File: src/rtl/bk_arith_pkg.sv
// Shared Brent-Kung arithmetic types and helpers for the add/subtract pipeline and its benches.
// Group generate/propagate pair, prefix combine operator and operand (de)interleaving.
package bk_arith_pkg;

    localparam int WIDTH_DEFAULT = 12;
    localparam int STAGES        = 3;

    // Tree depth; widths of 1 or 2 still get one level so the sweep loops stay well formed.
    function automatic int levels(input int w);
        return (w <= 2) ? 1 : $clog2(w);
    endfunction

    localparam int LEVELS = levels(WIDTH_DEFAULT);

    typedef struct packed {
        logic g;
        logic p;
    } gp_t;

    // hi covers the more significant span, lo the adjacent less significant span.
    function automatic gp_t gp_combine(input gp_t hi, input gp_t lo);
        gp_t r;
        r.g = hi.g | (hi.p & lo.g);
        r.p = hi.p & lo.p;
        return r;
    endfunction

    function automatic logic [2*WIDTH_DEFAULT-1:0] interleave(
        input logic [WIDTH_DEFAULT-1:0] a,
        input logic [WIDTH_DEFAULT-1:0] b
    );
        logic [2*WIDTH_DEFAULT-1:0] r;
        for (int i = 0; i < WIDTH_DEFAULT; i++) begin
            r[2*i]   = a[i];
            r[2*i+1] = b[i];
        end
        return r;
    endfunction

    function automatic void deinterleave(
        input  logic [2*WIDTH_DEFAULT-1:0] ops,
        output logic [WIDTH_DEFAULT-1:0]   a,
        output logic [WIDTH_DEFAULT-1:0]   b
    );
        for (int i = 0; i < WIDTH_DEFAULT; i++) begin
            a[i] = ops[2*i];
            b[i] = ops[2*i+1];
        end
    endfunction

endpackage

File: src/rtl/bk_pipe_ctrl.sv
// Stage-valid tracking for the three-stage add/subtract pipeline with a single global stall.
// cap[k] enables data capture into stage k+1 on the coming edge.
module bk_pipe_ctrl
    import bk_arith_pkg::*;
(
    input  logic              clk,
    input  logic              rst_n,
    input  logic              in_valid,
    input  logic              out_ready,
    output logic              in_ready,
    output logic              out_valid,
    output logic [STAGES-1:0] cap
);

    logic [STAGES-1:0] valid_q;
    logic              advance;

    // Whole pipe moves together: it may move whenever the output stage is empty or being taken.
    assign advance   = ~valid_q[STAGES-1] | out_ready;
    assign in_ready  = advance;
    assign out_valid = valid_q[STAGES-1];
    assign cap       = {STAGES{advance}} & {valid_q[STAGES-2:0], in_valid};

    always_ff @(posedge clk or negedge rst_n) begin
        if (!rst_n) begin
            valid_q <= '0;
        end else if (advance) begin
            valid_q <= {valid_q[STAGES-2:0], in_valid};
        end
    end

endmodule

File: src/rtl/brent_kung_sub_pipe.sv
// Three-stage Brent-Kung add/subtract: S1 captures g/p, S2 holds the up-sweep tree,
// S3 holds the result after the down-sweep fills in every prefix carry.
module brent_kung_sub_pipe
    import bk_arith_pkg::*;
#(
    parameter int WIDTH = WIDTH_DEFAULT
) (
    input  logic               clk,
    input  logic               rst_n,
    input  logic               in_valid,
    output logic               in_ready,
    input  logic [2*WIDTH-1:0] in_ops,
    input  logic               in_sub,
    output logic               out_valid,
    input  logic               out_ready,
    output logic [WIDTH-1:0]   out_res,
    output logic               out_cout,
    output logic               out_borrow,
    output logic               out_ovf
);

    localparam int L = levels(WIDTH);
    localparam int N = 1 << L;

    logic [STAGES-1:0] cap;

    bk_pipe_ctrl u_ctrl (
        .clk       (clk),
        .rst_n     (rst_n),
        .in_valid  (in_valid),
        .out_ready (out_ready),
        .in_ready  (in_ready),
        .out_valid (out_valid),
        .cap       (cap)
    );

    gp_t              gp_s1_d [N];
    gp_t              gp_s1_q [N];
    logic             sub_s1_q;
    gp_t              node_s2_q [N];
    logic [WIDTH-1:0] p_s2_q;
    logic             sub_s2_q;
    gp_t              fin [N];
    logic [WIDTH-1:0] carry;
    logic [WIDTH-1:0] sum_d;
    logic             cout_d;

    genvar gl, gi;

    // Carry-in folds into bit 0's generate so the tree yields carries that already include it.
    generate
        for (gi = 0; gi < N; gi++) begin : g_s1
            if (gi < WIDTH) begin : g_bit
                logic a_bit, bb_bit, g_bit, p_bit;
                assign a_bit  = in_ops[2*gi];
                assign bb_bit = in_ops[2*gi+1] ^ in_sub;
                assign p_bit  = a_bit ^ bb_bit;
                if (gi == 0) begin : g_cin
                    assign g_bit = (a_bit & bb_bit) | (p_bit & in_sub);
                end else begin : g_plain
                    assign g_bit = a_bit & bb_bit;
                end
                assign gp_s1_d[gi] = '{g: g_bit, p: p_bit};
            end else begin : g_pad
                assign gp_s1_d[gi] = '{g: 1'b0, p: 1'b0};
            end
        end
    endgenerate

    always_ff @(posedge clk) begin
        if (cap[0]) begin
            gp_s1_q  <= gp_s1_d;
            sub_s1_q <= in_sub;
        end
    end

    generate
        for (gl = 0; gl <= L; gl++) begin : g_up
            gp_t node [N];
            for (gi = 0; gi < N; gi++) begin : g_node
                if (gl == 0) begin : g_leaf
                    assign node[gi] = gp_s1_q[gi];
                end else if (((gi + 1) % (1 << gl)) == 0) begin : g_merge
                    assign node[gi] = gp_combine(g_up[gl-1].node[gi], g_up[gl-1].node[gi-(1<<(gl-1))]);
                end else begin : g_pass
                    assign node[gi] = g_up[gl-1].node[gi];
                end
            end
        end
    endgenerate

    always_ff @(posedge clk) begin
        if (cap[1]) begin
            node_s2_q <= g_up[L].node;
            sub_s2_q  <= sub_s1_q;
            for (int i = 0; i < WIDTH; i++) begin
                p_s2_q[i] <= gp_s1_q[i].p;
            end
        end
    end

    // Down-sweep level gl handles span 2^(L-gl-1): odd-half nodes pick up the prefix to their left.
    generate
        for (gl = 0; gl < L; gl++) begin : g_dn
            gp_t node [N];
            for (gi = 0; gi < N; gi++) begin : g_node
                if (gl == 0) begin : g_root
                    assign node[gi] = node_s2_q[gi];
                end else if ((((gi + 1) % (1 << (L - gl))) == (1 << (L - gl - 1))) &&
                             (gi >= (1 << (L - gl)))) begin : g_merge
                    assign node[gi] = gp_combine(g_dn[gl-1].node[gi], g_dn[gl-1].node[gi-(1<<(L-gl-1))]);
                end else begin : g_pass
                    assign node[gi] = g_dn[gl-1].node[gi];
                end
            end
        end
    endgenerate

    assign fin = g_dn[L-1].node;

    generate
        for (gi = 0; gi < WIDTH; gi++) begin : g_sum
            if (gi == 0) begin : g_c0
                assign carry[gi] = sub_s2_q;
            end else begin : g_ci
                assign carry[gi] = fin[gi-1].g;
            end
            assign sum_d[gi] = p_s2_q[gi] ^ carry[gi];
        end
    endgenerate

    assign cout_d = fin[WIDTH-1].g;

    always_ff @(posedge clk or negedge rst_n) begin
        if (!rst_n) begin
            out_res    <= '0;
            out_cout   <= 1'b0;
            out_borrow <= 1'b0;
            out_ovf    <= 1'b0;
        end else if (cap[2]) begin
            out_res    <= sum_d;
            out_cout   <= cout_d;
            out_borrow <= sub_s2_q & ~cout_d;
            out_ovf    <= carry[WIDTH-1] ^ cout_d;
        end
    end

endmodule

File: config.mk
export PLATFORM = sky130hd
export DESIGN_NAME = brent_kung_sub_pipe
export DESIGN_NICKNAME = d
export VERILOG_FILES = /design/src/rtl/bk_arith_pkg.sv /design/src/rtl/bk_pipe_ctrl.sv /design/src/rtl/brent_kung_sub_pipe.sv
export SDC_FILE = /design/constraint.sdc
export NUM_CORES = 1
export LEC_CHECK = 0
export CAP_MARGIN = 30
export CELL_PAD_IN_SITES_DETAIL_PLACEMENT = 1
export CELL_PAD_IN_SITES_GLOBAL_PLACEMENT = 2
export CORE_MARGIN = 2
export CORE_UTILIZATION = 42
export DETAILED_ROUTE_END_ITERATION = 6
export GPL_TIMING_DRIVEN = 0
export PLACE_DENSITY_LB_ADDON = 0.3
export SYNTH_ARGS = -nofsm -noshare
export SYNTH_HDL_FRONTEND = slang
export SYNTH_SLANG_ARGS = --single-unit
File: constraint.sdc
create_clock -name clk -period 3 [get_ports clk]
set_clock_uncertainty 0.1 [all_clocks]
set_input_delay 0.6 -clock clk [delete_from_list [all_inputs] [get_ports clk]]
set_output_delay 0.6 -clock clk [all_outputs]
set_load 0.05 [all_outputs]
-- Word-level counts from Yosys, hierarchy flattened
Cells that the tools add are included.
- output and inout bits: 17
- logic and storage cells: 151
- register bits: 76
- input port bits: 29
- bitwise logic cells: 99
- operator list (operator ; number):
    $and 1x1->1 ; 39
    $xor 1x1->1 ; 37
    $or 1x1->1 ; 20
    $and 3x3->3 ; 1
    $not 1->1 ; 2

-- Longest topological paths before layout
- depth in word-level cells: 6
- mapped depth: 5
- depth with buffers taken out: 5

-- By module
From an unflattened synthesis, not the netlist that was laid out.
- cell total of the unflattened synthesis: 162
- area, all modules: 2832.7 µm²
- by module, submodules not included (module ; instances ; cells an instance ; sequential area each (µm²) ; area each (µm²)):
    brent_kung_sub_pipe ; 1 ; 151 ; 1966.9 ; 2677.6
    bk_pipe_ctrl ; 1 ; 11 ; 75.1 ; 155.1

-- Worst setup path before layout
Ideal clock, no wire load.
- path kind: reg2reg
- from: register u_ctrl.valid_q[2]
- to: register node_s2_q (netlist bit carry[1]) (enable)
- setup slack: 0.894 ns
- required time: 2.513 ns
- arrival time: 1.618 ns
- period minus slack after synthesis: 2.106 ns
- buffers on the path: 1
- cell stages (with the launch flop): 4
- library setup time: 0.387 ns
- path through: dfrtp_1 > nand2b_4 > buf_12 > and2_1
- word-level cells in the longest chain between the ends: 3
- RTL lines (item ; RTL line ; RTL):
    start, declared ; bk_pipe_ctrl.sv:15 ; logic [STAGES-1:0] valid_q;
    start signal, assigned ; bk_pipe_ctrl.sv:28 ; valid_q <= {valid_q[STAGES-2:0], in_valid};
    $not 1->1 ; bk_pipe_ctrl.sv:19 ; assign advance = ~valid_q[STAGES-1] | out_ready;
    $or 1x1->1 ; bk_pipe_ctrl.sv:19 ;
    net in_ready ; brent_kung_sub_pipe.sv:11 ; output logic in_ready,
    $and 3x3->3 ; bk_pipe_ctrl.sv:22 ; assign cap = {STAGES{advance}} & {valid_q[STAGES-2:0], in_valid};
    net cap[1] ; brent_kung_sub_pipe.sv:25 ; logic [STAGES-1:0] cap;
    end signal, assigned ; brent_kung_sub_pipe.sv:94 ; node_s2_q <= g_up[L].node;
    end, declared ; brent_kung_sub_pipe.sv:40 ; gp_t node_s2_q [N];
The timed path passes the listed nets, and every way through them passes these cells.
A chain may end at the register's enable or synchronous reset.

-- Worst setup path after layout
- from: input port out_ready
- to: output port in_ready
- word-level cells in the longest chain between the ends: 1
- RTL lines (item ; RTL line ; RTL):
    start, declared ; brent_kung_sub_pipe.sv:15 ; input logic out_ready,
    $or 1x1->1 ; bk_pipe_ctrl.sv:19 ;
    end, declared ; brent_kung_sub_pipe.sv:11 ;
Every way passes these cells.

==> impl_metrics.yaml <==
sta:
  drv_slew: 0
  rsz0062_at_grt: "no"
  slew_headroom_pct: 44.8
  fin_crit_sh_pct: 93.6
  worst_pin_slew_ns: 0.826
  period_minus_slack_ns: 2.81
  fin_ws_ns: 0.192
  hold_viol: 0
  max_freq_ghz: 0.356
  fin_setup_tns_ns: 0
  setup_viol: 0
clock_network:
  clock-sinks: 71
  cts_hold_buf: 0
  cts-buffers-inserted: 9
  cts_setup_buffers: 0
  post_cts_resized: 0
  path_clk_slew_ns: 0.07
  cts_tree: "yes"
  clk_path_buf_depth: 2
  cts_root_buf: "clkbuf_8"
  worstSkewPairLatency_ns: 0.34
  h-tree-depth: 3
global_route:
  grt_pass1_wl_um: 8390
  antenna_found_initial: 0
  grt_max_degree: 20
  first_global_vias: 1652
  globalRouteOverflowTotal: 0
  track_usage_pct: 15.3
pwr:
  p_comb_share_pct: 33.5
  p_per_area_mw_per_mm2: 900
  clkPwrFrac_pct: 23.3
  pwr-share-seq_pct: 43.2
  power.leakage_nw: 1.47
  switching_share_pct: 33.9
  p_switching_mw: 1.12
  internal_power_mw: 2.19
  worst_ir_drop_vdd_uv: 419
final_layout:
  seq_area_mm2: 0.00204
  diodes: 0
  fillCellCount: 638
  areaGrowthSynthToFinish_pct: 27.7
  multiInputGateArea_um2: 805
  layout-drive-gt1-share_pct: 18.6
  nets: 260
route:
  routed_wl_um: 5190
  drt_iter0_drc: 43
  drc: 0
  ant_nets: 0
  firstDrtPassIters: 4
  vias_per_cell: 4.85
  wl_per_cell_um: 17.3
  vias: 1454
synth:
  async_reset_ff_share_pct: 25.4
  synth_area_mm2: 0.00289
  synth_top_cell_by_area: "edfxtp_1"
  synth_fp_nets: 202
  avgSynthCellArea_um2: 18.4
  yosysUniqueCellTypes: 21
  yosysTopAreaCellShare_pct: 55.1
  yosysWarnings: 0
  synth_area_leaders: "edfxtp_1 55%, dfrtp_1 16%, ha_1 6.9%"
  synth_edf_count: 53
  synthMostInstantiatedCell: "edfxtp_1"
  synth_flop_cell: "edfxtp_1"
  syn_inst: 157
  ys_seq_area_share_pct: 70.7
  synthTopCellsByCount: "53 x edfxtp_1, 18 x dfrtp_1, 16 x ha_1"
  ys_seq_elements: 71
worst_setup_path:
  critPathLaunch: "out_ready"
  crit_top_cell: "clkdlybuf4s50_1"
  slowest_delay_ns: 0.80
  cp.required_ns: 2.30
  reg2reg_depth: 4
  r2r_slack_ns: 1.18
  worst_r2r_endpoint: "g_up[0].node[15]$_DFFE_PP_"
  cp.arrival_ns: 2.11
  critical_path.slowest_cell: "clkdlybuf4s50_1"
  start_kind: "input port"
  worst-setup-path-type: "input port to output pin"
  worst_setup_path_end_kind: "output pin"
  rr_startpoint: "u_ctrl.valid_q[2]$_DFFE_PN0N_"
  worstPathCellList: "clkdlybuf4s50_1, nand2b_4, buf_12, clkdlybuf4s50_1"
  path_max_fanout: 9
  crit_end: "in_ready"
min_path:
  min_path_type: "flop to flop"
die:
  ios: 46
  die_area_mm2: 0.00755
  initial_core_util_pct: 43.0
  core_area_mm2: 0.00672
  rows: 30
  die_h_um: 86.9
  chipWidth_um: 86.9
place:
  dp_hpwl_um: 3830
  routabilityCongestion: 0.759
  portBuffers: 45
  preCtsSetupSlack_ns: 0.182
run_status:
  status: "finished clean"
flow_run:
  cap_violations: 0
[final cells by class]
type | instances | share of cell area (%)
repair buffers | 47 | 13.4
well taps | 80 | 2.72
flip-flops and latches | 71 | 55.4
plain buffers | 3 | 1.09
multi-input cells | 83 | 21.8
clock buffers | 10 | 3.74
clock inverters | 6 | 1.83
[power groups by stage]
stage	clock network, mW	registers [mW]	logic [mW]
detailed placement	0	1.46	1.12
CTS	0.791	1.44	1.13
global route	0.829	1.46	1.17
global placement	0	1.44	1.06
finish	0.772	1.43	1.11
floorplan	0	1.79	0.369
[critical path, delay by kind of cell]
family	cells	cell delay (ns)
buf+inv	3	1.38
simple gates	1	0.13
[through the flow]
step / instances / area [um^2] / hold WS, ns / util [%] / total power, mW
2_1_floorplan: 157 / 2890 / 0.204 / - / 2.16
3_3_place_gp: 282 / 3440 / 0.306 / 51.2 / 2.50
3_5_place_dp: 284 / 3480 / 0.316 / 51.8 / 2.58
4_1_cts: 300 / 3680 / 0.333 / 54.8 / 3.36
5_1_grt: 300 / 3680 / 0.346 / 54.8 / 3.46
6_report: 300 / 3680 / 0.338 / 54.8 / 3.32
[layer usage]
layer / up-vias / wire [um] / GRT usage, %
met5: - / 0 / 0
li1: 699 / - / -
met4: 0 / 78 / 7.67
met3: 6 / 184 / 3.98
met1: 713 / 2180 / 17.7
met2: 36 / 2750 / 26.3
[flip-flops by register name, indices dropped and copies added (netlist names)]
signal          flops
carry               4
g_dn.node          11
g_up.node          24
out_borrow          1
out_cout            1
out_ovf             1
out_res            12
p_s2_q             12
sub_s1_q            1
sub_s2_q            1
u_ctrl.valid_q      3
[worst min-delay path by stage]
stage	startpoint	to	slack (ns)	cells after the start
finish	g_up[0].node[30]$_DFFE_PP_	p_s2_q[0]$_DFFE_PP_	0.34	0
global route	g_up[0].node[30]$_DFFE_PP_	p_s2_q[0]$_DFFE_PP_	0.35	0
CTS	g_up[0].node[30]$_DFFE_PP_	p_s2_q[0]$_DFFE_PP_	0.33	0
detailed placement	g_up[0].node[30]$_DFFE_PP_	p_s2_q[0]$_DFFE_PP_	0.32	0
global placement	g_up[0].node[30]$_DFFE_PP_	p_s2_q[0]$_DFFE_PP_	0.31	0
floorplan	rst_n	out_borrow$_DFFE_PN0P_	0.20	0
[cells by family after synthesis]
group	Yosys count	synth area share [%]
AOI/OAI and AO/OA	15	3.94
xor gates and xnor gates	21	6.37
adders and majority gates	16	6.94
buffers and inverters	3	1.39
DFF	71	70.7
muxes	16	7.41
and+or+nand+nor	15	3.21
[placed cells by master, fill, tap and decap left out]
cell / count
a31o_2: 2
a21o_1: 9
and3_1: 2
edfxtp_1: 53
ha_1: 16
a21oi_1: 2
xor2_1: 14
clkinv_4: 1
buf_16: 1
nand2_4: 1
clkinvlp_4: 2
dfrtp_1: 18
inv_6: 1
a22o_1: 1
clkdlybuf4s50_1: 45
mux2_4: 9
or2b_1: 1
a41o_1: 1
buf_2: 1
xnor2_1: 7
nand2b_4: 1
and2_1: 4
clkbuf_8: 10
mux2_2: 7
bufinv_16: 1
buf_8: 2
clkinv_2: 1
buf_12: 1
nor2_1: 6
No activity file was read; power rests on OpenSTA's default activity.
